--- config.mk ---
export PLATFORM = sky130hd
export DESIGN_NAME = mdu_issue_ctrl
export DESIGN_NICKNAME = d
export VERILOG_FILES = /design/src/rtl/mdu_pkg.sv /design/src/rtl/mdu_lat_counter.sv /design/src/rtl/mdu_issue_ctrl.sv
export SDC_FILE = /design/constraint.sdc
export NUM_CORES = 1
export LEC_CHECK = 0
export ABC_AREA = 1
export CAP_MARGIN = 20
export CORE_UTILIZATION = 25
export CTS_CLUSTER_DIAMETER = 150
export DETAILED_ROUTE_END_ITERATION = 7
export SETUP_SLACK_MARGIN = 0.1
export SLEW_MARGIN = 20
export SYNTH_ARGS = -nofsm -noshare
export SYNTH_HDL_FRONTEND = slang
export SYNTH_HIERARCHICAL = 1
export SYNTH_SLANG_ARGS = --single-unit
export TNS_END_PERCENT = 20
--- constraint.sdc ---
create_clock -name clk -period 1.8 [get_ports clk]
set_input_delay 0.36 -clock clk [delete_from_list [all_inputs] [get_ports clk]]
set_output_delay 0.36 -clock clk [all_outputs]
set_load 0.02 [all_outputs]
--- src/rtl/mdu_pkg.sv ---
// -----------------------------------------------------------------------------
// mdu_pkg
// Shared definitions for the MDU issue controller: MDUOP encodings, ReadHILO
// encodings, default latencies, the IDLE/BUSY state type and op-class helpers.
// -----------------------------------------------------------------------------
package mdu_pkg;

    // MDUOP / E-stage op class encodings
    localparam logic [3:0] MDU_NONE  = 4'b0000;
    localparam logic [3:0] MDU_MULT  = 4'b0001;
    localparam logic [3:0] MDU_MULTU = 4'b0010;
    localparam logic [3:0] MDU_DIV   = 4'b0011;
    localparam logic [3:0] MDU_DIVU  = 4'b0100;
    localparam logic [3:0] MDU_MTHI  = 4'b0101;
    localparam logic [3:0] MDU_MTLO  = 4'b0110;
    localparam logic [3:0] MDU_MFHI  = 4'b0111;
    localparam logic [3:0] MDU_MFLO  = 4'b1000;

    // ReadHILO encodings
    localparam logic [1:0] READ_NONE = 2'b00;
    localparam logic [1:0] READ_LO   = 2'b01;
    localparam logic [1:0] READ_HI   = 2'b10;

    // Default latencies loaded into Time
    localparam int DEF_MUL_CYCLES = 5;
    localparam int DEF_DIV_CYCLES = 10;

    typedef enum logic {
        ST_IDLE = 1'b0,
        ST_BUSY = 1'b1
    } mdu_state_e;

    // Multiply/divide ops: the ones that start a timed MDU operation
    function automatic logic is_md_op(input logic [3:0] op);
        return (op >= MDU_MULT) && (op <= MDU_DIVU);
    endfunction

    // Any op that touches the MDU (start, HI/LO write or HI/LO read)
    function automatic logic is_mdu_op(input logic [3:0] op);
        return (op >= MDU_MULT) && (op <= MDU_MFLO);
    endfunction

endpackage : mdu_pkg

--- src/rtl/mdu_lat_counter.sv ---
// -----------------------------------------------------------------------------
// mdu_lat_counter
// Latency counter tracking the in-flight MDU operation. Loaded with the
// operation's Time on start, then counts down to zero.
// Ports:
//   clk, reset      clock, asynchronous active-high reset
//   load            load load_val this edge (Start pulse)
//   load_val[3:0]   latency to load
//   cnt[3:0]        current count
//   busy            registered state: 1 while cnt != 0
// -----------------------------------------------------------------------------
module mdu_lat_counter
    import mdu_pkg::*;
(
    input  logic       clk,
    input  logic       reset,
    input  logic       load,
    input  logic [3:0] load_val,
    output logic [3:0] cnt,
    output logic       busy
);

    logic [3:0] cnt_q;
    logic [3:0] cnt_d;
    mdu_state_e state_q;
    mdu_state_e state_d;

    // Next-count: load on start, otherwise count down and hold at zero
    always_comb begin
        cnt_d = cnt_q;
        if (load) begin
            cnt_d = load_val;
        end else if (cnt_q != 4'd0) begin
            cnt_d = cnt_q - 4'd1;
        end else begin
            cnt_d = cnt_q;
        end
        // State is kept registered alongside cnt so busy comes straight from a flop
        state_d = (cnt_d != 4'd0) ? ST_BUSY : ST_IDLE;
    end

    // Counter and IDLE/BUSY state registers
    always_ff @(posedge clk or posedge reset) begin
        if (reset) begin
            cnt_q   <= 4'd0;
            state_q <= ST_IDLE;
        end else begin
            cnt_q   <= cnt_d;
            state_q <= state_d;
        end
    end

    assign cnt  = cnt_q;
    assign busy = (state_q == ST_BUSY);

endmodule : mdu_lat_counter

--- src/rtl/mdu_issue_ctrl.sv ---
// -----------------------------------------------------------------------------
// mdu_issue_ctrl
// E-stage controller in front of the multiply/divide unit. Decodes the MDU op
// class in E, drives Start/MDUOP/Time/ReadHILO and stalls MDU-class ops that
// meet an in-flight operation. Stall and Start come from an internal latency
// counter rather than the MDU's Busy, because Busy already contains Start.
//
// Build option: define MDU_BUSY_CHECK_EN to compare the internal busy view
// against mdu_busy every cycle and raise the sticky busy_mismatch flag.
//
// Ports:
//   clk, reset        clock, asynchronous active-high reset
//   e_valid, e_flush  E-stage live / kill
//   e_mdu_op[3:0]     op class of the instruction in E
//   mdu_busy          MDU Busy (only observed by the optional check)
//   start             one-cycle Start pulse
//   mduop[3:0]        MDUOP
//   time_cfg[3:0]     Time (latency) valid with start
//   read_hilo[1:0]    01 = LO, 10 = HI, 00 = none
//   stall             freeze F/D/E, bubble into M
//   busy_mismatch     sticky Busy protocol-error flag
// -----------------------------------------------------------------------------
module mdu_issue_ctrl
    import mdu_pkg::*;
#(
    parameter int MUL_CYCLES = DEF_MUL_CYCLES,
    parameter int DIV_CYCLES = DEF_DIV_CYCLES
) (
    input  logic       clk,
    input  logic       reset,
    input  logic       e_valid,
    input  logic       e_flush,
    input  logic [3:0] e_mdu_op,
    input  logic       mdu_busy,
    output logic       start,
    output logic [3:0] mduop,
    output logic [3:0] time_cfg,
    output logic [1:0] read_hilo,
    output logic       stall,
    output logic       busy_mismatch
);

    localparam logic [3:0] MUL_T = 4'(MUL_CYCLES);
    localparam logic [3:0] DIV_T = 4'(DIV_CYCLES);

    logic       live_s;
    logic       busy_s;
    logic [3:0] cnt_s;

    mdu_lat_counter u_lat_counter (
        .clk      (clk),
        .reset    (reset),
        .load     (start),
        .load_val (time_cfg),
        .cnt      (cnt_s),
        .busy     (busy_s)
    );

    // Issue decode; reset is folded into live so every output is 0 during reset
    always_comb begin
        live_s    = e_valid && !e_flush && !reset;
        stall     = live_s && is_mdu_op(e_mdu_op) && busy_s;
        start     = live_s && is_md_op(e_mdu_op) && !busy_s;
        time_cfg  = 4'd0;
        mduop     = MDU_NONE;
        read_hilo = READ_NONE;

        if (start) begin
            case (e_mdu_op)
                MDU_MULT, MDU_MULTU: time_cfg = MUL_T;
                MDU_DIV,  MDU_DIVU:  time_cfg = DIV_T;
                default:             time_cfg = 4'd0;
            endcase
        end else begin
            time_cfg = 4'd0;
        end

        // mthi/mtlo/mfhi/mflo only reach the MDU once it is idle
        if (live_s && !stall) begin
            mduop = e_mdu_op;
            case (e_mdu_op)
                MDU_MFHI: read_hilo = READ_HI;
                MDU_MFLO: read_hilo = READ_LO;
                default:  read_hilo = READ_NONE;
            endcase
        end else begin
            mduop     = MDU_NONE;
            read_hilo = READ_NONE;
        end
    end

`ifdef MDU_BUSY_CHECK_EN
    logic busy_mismatch_q;
    logic busy_mismatch_d;

    // Sticky flag: the MDU's Busy must equal (counter running || start)
    always_comb begin
        if ((busy_s || start) != mdu_busy) begin
            busy_mismatch_d = 1'b1;
        end else begin
            busy_mismatch_d = busy_mismatch_q;
        end
    end

    // Protocol-error flag register
    always_ff @(posedge clk or posedge reset) begin
        if (reset) begin
            busy_mismatch_q <= 1'b0;
        end else begin
            busy_mismatch_q <= busy_mismatch_d;
        end
    end

    assign busy_mismatch = busy_mismatch_q;
`else
    logic unused_mdu_busy_s;
    assign unused_mdu_busy_s = mdu_busy;
    assign busy_mismatch     = 1'b0;
`endif

    // cnt is only needed for its busy view here
    logic unused_cnt_s;
    assign unused_cnt_s = ^cnt_s;

endmodule : mdu_issue_ctrl

==> results.py, run 1 <==
metrics = {
    "logic_synthesis": {
        "yosys.area_share.xor_xnor": 0.0182,
        "synth_top_cells_by_area": "dfrtp_1 (26%), nand2_1 (12%), nand3_1 (10%)",
        "yosysSeqAreaShare": 0.260,
        "synth_top_cells_by_count": "nand2_1 (16), nor2_1 (12), inv_1 (11)",
        "muxShareOfSynthArea": 0,
        "syn_area_per_cell_um2": 6.51,
        "synth-simple-area-share": 0.423,
        "synth_area_leader_cell": "dfrtp_1",
        "synth_compound_area_frac": 0.125,
        "synthesis.instances": 74,
        "synthArstFlopShare": 1.00,
        "ys_seq_elements": 5,
        "synthesis.area_um2": 482,
        "synth_edf_count": 0,
        "syn_nets": 84,
        "synth_top_family_by_area": "simple AND/OR/NAND/NOR gates",
        "ys.flop_type": "dfrtp_1",
        "synth_fa_ha_area_frac": 0.0260,
        "synthDistinctLibCells": 20,
        "yosysWarnings": 6,
        "synth_top_area_share": 0.260,
        "yosysMostFrequentCell": "nand2_1",
    },
    "drt": {
        "dr.pass1.iters": 4,
        "avgViaCountPerCell": 4.32,
        "wl_mm": 1.25,
        "routedWlPerCell_um": 9.41,
        "vias": 575,
        "first_iter_violations": 5,
        "ant_nets": 0,
        "post-route-drc-count": 0,
    },
    "clock_tree": {
        "ctsHoldBuffers": 0,
        "insertion_delay_ns": 0.24,
        "cts_tree": "yes",
        "clock-root-buffer": "clkbuf_4",
        "numCtsBuffers": 3,
        "clk_pin_slew_ns": 0.04,
        "clock_sinks": 5,
        "cts_max_level": 1,
        "cts_buffer_depth": 2,
    },
    "global_route": {
        "grt_overflow_total": 0,
        "grt_max_degree": 7,
        "first_global_vias": 501,
        "grt_pass1_wl_mm": 1.85,
        "antenna_found_initial": 0,
        "track_usage": 0.120,
    },
    "setup_path": {
        "cp_data_required_time_ns": 1.44,
        "startpoint": "e_valid",
        "r2r_slack_ns": 0.31,
        "slowest_delay_ns": 0.19,
        "endpoint_kind": "primary output",
        "r2r_start": "u_lat_counter/busy",
        "criticalPathCategory": "input pin to primary output",
        "slowest_stage": "dlygate4sd2_1",
        "cpMostUsedCell": "buf_4",
        "path_cells": "dlygate4sd2_1 > nand3b_1 > buf_4 > o21bai_4 > nor2_1 > buf_4",
        "crit_path_end": "read_hilo[0]",
        "ff2ff_path_depth": 10,
        "reg2reg_to": "u_lat_counter/busy",
        "worstPathArrival_ns": 1.26,
        "setup.worst_path.start_class": "input pin",
        "worstPathMaxFanout": 6,
    },
    "pwr": {
        "leakagePower_nw": 0.418,
        "netSwitchingPower_mw": 0.304,
        "intPower_mw": 0.407,
        "power.total_mw": 0.711,
        "p_clk_frac": 0.177,
        "pwr-share-seq": 0.286,
        "ir_drop_v": 0.000586,
        "power.density_nw_per_um2": 875,
        "pwr-share-comb": 0.536,
        "swShare": 0.428,
    },
    "flow_run": {
        "maxCapViolations": 0,
    },
    "cells_and_area": {
        "nets": 119,
        "utilization": 0.460,
        "area_growth_pct": 68.6,
        "drive_gt1_frac": 0.500,
        "diodes": 0,
    },
    "sta": {
        "hold_viol_final": 0,
        "fin_crit_ns": 1.62,
        "post-route-period-util": 0.900,
        "drv_slew": 0,
        "setup_viol": 0,
        "clock.fmax_mhz": 617,
        "skew_ns": 0.00225,
        "rsz0062_at_grt": "no",
    },
    "die": {
        "ios": 22,
        "die_w_um": 45.9,
        "rows": 15,
        "die_h_um": 45.9,
        "die_area_um2": 2110,
        "floorplan.initialDensity": 0.273,
        "core_region_area_um2": 1760,
    },
    "hold_path": {
        "hp-class": "input pin to async pin",
    },
    "placed_design": {
        "hpwl_um": 982,
        "port_buffers": 19,
        "place_congestion": 0.817,
    },
    "status": {
        "outcome": "finished, final reports clean",
    },
}
-- layer usage --
metal  track usage  wire length, um
met5             0                0
met4        0.0353               17
met3        0.0119               31
met2         0.208              680
met1         0.153              521
-- per-stage QoR --
| step | cells | hold slack, ns | setup TNS, ns | cell area, um2 | worst slack [ns] |
|---|---|---|---|---|---|
| after floorplan | 74 | 0.139 | 0 | 482 | 0.0895 |
| after global placement | 127 | 0.566 | -8.27 | 771 | -0.696 |
| after detailed placement | 127 | 0.571 | -8.78 | 771 | -0.721 |
| after CTS | 132 | 0.218 | 0 | 807 | 0.100 |
| after global routing | 133 | 0.144 | 0 | 812 | 0.103 |
| final | 133 | 0.126 | 0 | 812 | 0.180 |
-- worst max-delay path: cells and delay by family --
family          cells  cell delay, ns
buf+inv             3            0.49
simple gates        2            0.22
compound gates      1            0.19
-- repair_timing --
action	CTS	global route
pin swaps	5	8
gates resized for setup	84	15
setup endpoints to repair	16	12
setup buffers	1	1
hold endpoints to repair	0	0
-- flip-flops by register name, summed over array words and instances, names as in the netlist --
signal,count
u_lat_counter/busy,1
u_lat_counter/cnt,4
-- power by group through the flow --
stage	registers, mW	logic [mW]	clock network (mW)
floorplan	0.199	0.278	0
global placement	0.204	0.368	0
global route	0.211	0.428	0.138
detailed placement	0.205	0.379	0
CTS	0.204	0.378	0.133
finish	0.204	0.381	0.126
-- cell usage in the layout (no fill, tap or decap), types with 3 or more instances in the layout --
| cell | synthesis | routed |
|---|---|---|
| buf_2 | 0 | 3 |
| buf_4 | 3 | 20 |
| buf_6 | 0 | 5 |
| clkbuf_2 | 0 | 4 |
| clkbuf_4 | 0 | 3 |
| dfrtp_1 | 5 | 5 |
| inv_1 | 11 | 9 |
| inv_2 | 1 | 3 |
| nand2_1 | 16 | 15 |
| nand2_2 | 2 | 3 |
| nand3_1 | 10 | 9 |
| nor2_1 | 12 | 8 |
| nor2_2 | 2 | 4 |
| nor2_4 | 1 | 3 |
-- layout make-up --
class	count	area (um2)
inverter	12	45.0
clock buffer	4	26.3
fill	188	952
multi-input combinational	54	334
sequential	5	125
tap	25	31.3
timing repair buffer	33	250
-- kinds of logic (layout without fill, tap and decap cells) --
| family | after synthesis | count (layout) |
|---|---|---|
| AOI/OAI and AO/OA | 6 | 6 |
| xor gates and xnor gates | 1 | 1 |
| and+or+nand+nor | 45 | 45 |
| buffers and inverters | 15 | 49 |
| adders and majority gates | 1 | 1 |
| DFF | 5 | 5 |
| other | 1 | 1 |
-- how the worst min path moves through the flow --
stage	slack, ns	end	from	cells past startpoint
6_report	0.13	u_lat_counter/cnt[2]	reset	3
5_1_grt	0.14	u_lat_counter/cnt[0]	reset	3
4_1_cts	0.22	u_lat_counter/busy	reset	3
3_5_place_dp	0.57	u_lat_counter/cnt[0]	u_lat_counter/cnt[0]	3
3_3_place_gp	0.57	u_lat_counter/cnt[0]	u_lat_counter/cnt[0]	3
2_1_floorplan	0.14	u_lat_counter/busy	reset	1
(Power assumes the default switching activity.)
==> inputs of run 2 (changes only) <==
MAX_ROUTING_LAYER = met4   (was default)
==> results of run 2 <==
No change in the layout: final DEF, timing and power equal those of run 1.
Among the figures that moved: final weighted congestion in routability-driven placement 0.817 -> 0.829; overall routing resource usage 0.120 -> 0.123
==> variant: new RTL, flow settings as in run 1 <==
`DEF_DIV_CYCLES`: 10 -> 7.
--- a/src/rtl/mdu_pkg.sv
+++ b/src/rtl/mdu_pkg.sv
@@ -24,5 +24,5 @@
     // Default latencies loaded into Time
     localparam int DEF_MUL_CYCLES = 5;
-    localparam int DEF_DIV_CYCLES = 10;
+    localparam int DEF_DIV_CYCLES = 7;
 
     typedef enum logic {
Formal check against the unedited RTL: not equivalent (a bounded check fails within 4 cycles, from zero or initial values and one cycle with reset high).
==> variant against run 1 <==
  * Clock power is essentially flat
  * Total power grew 1.3%
  * Sequential cell count is the same
  * Synthesized area shrank 0.52%
  * Routed wire length shrank 3.7%
  * Final cell count grew 3.0%
  * Final area grew 0.46%
  * Critical path depth grew 2
  * Clock skew grew 0.0022 ns
  * Worst hold slack gained 0.14 ns
  * Register-to-register slack gained 0.19 ns
  * Utilization grew 0.21 points
  * Setup slack lost 0.0073 ns
  * Critical endpoint is now mduop[3]
  * Largest cell class unchanged
  * Largest power group unchanged
==> variant: results (changes against run 1) <==
Final layout
  • Signal buffers share of area: 0.307 (-0.00142)
  • Signal buffers: 32 (-3.0%)
  • Multi-input gates: 57 (+5.6%)
  • Filler Cell Count: 195 (+3.7%)
  • Share of the final layout cell area in multi-input gates: 0.403 (-0.00803)
  • Number of nets in the finished design: 123 (+3.4%)

Logic synthesis
  • Part of the Yosys area used for sequential elements: 0.261 (+0.00136)
  • Synth area leaders: sky130_fd_sc_hd__dfrtp_1 26%, sky130_fd_sc_hd__nand2_1 14%, sky130_fd_sc_hd__inv_1 11%
  • Leading post-synthesis cells by instance count: 18 x sky130_fd_sc_hd__nand2_1, 14 x sky130_fd_sc_hd__inv_1, 14 x sky130_fd_sc_hd__nor2_1
  • Number of library cell types mapped by synthesis: 19 (-5.0%)
  • Avg Synthesized Cell Area: 6.22 sq um (-4.4%)
  • Fraction of the mapped netlist area in compound gates: 0.0966 (-0.0281)
  • Area share of xor/xnor cells in the synthesized design: 0.0183 (+0.0000949)

Worst setup path
  • Crit. Startpoint: e_mdu_op[0]
  • Critical R2R Launch: u_lat_counter/cnt[0]
  • Register-to-register setup slack: 0.50 ns (+0.19 ns)
  • FF-to-FF path depth: 7 (-3)
  • Worst path top cell family by delay: simple AND/OR/NAND/NOR gates

GRT
  • Wire length of the first global-routing pass: 1.86 mm (+0.76%)

Route
  • Vias per std cell: 4.09 (-5.5%)
  • Total wire length after detailed routing: 1.21 mm (-3.7%)
  • Routed WL per cell: 8.80 um (-6.5%)

Outcome
  • Run status: finished clean

Power and ir drop
  • Net load switching power: 0.000311 W (+2.1%)
  • Maximum vdd drop: 0.000510 V (-13%)

Placement
  • Placer's final routability congestion estimate: 0.735 (-10%)
  • Placed insts: 132 (+3.9%)

CTS
  • Number of gates resized after cts: 74 (-12%)
==> variant: routing by layer <==
layer  vias up  GRT usage  wire [um]
met2         7      0.191        605
met3         0     0.0476         14
met4         0     0.0529          0
met5         -          0          0
met1       253      0.159        586
li1        300          -          -
==> variant: through the flow <==
stage | util | hold slack (ns) | setup slack, ns | area [sq um]
floorplan | - | 0.139 | 0.0605 | 489
global placement | 0.440 | 0.570 | -0.664 | 776
detailed placement | 0.440 | 0.584 | -0.718 | 776
CTS | 0.457 | 0.272 | 0.0780 | 807
global route | 0.462 | 0.284 | 0.107 | 816
finish | 0.462 | 0.267 | 0.172 | 816
==> variant: power groups by stage <==
stage	clock, W	sequential [W]	combinational (W)
global route	0.000147	0.000215	0.000429
detailed placement	0	0.000209	0.000374
CTS	0.000131	0.000209	0.000381
floorplan	0	0.000200	0.000281
global placement	0	0.000207	0.000364
finish	0.000126	0.000210	0.000385
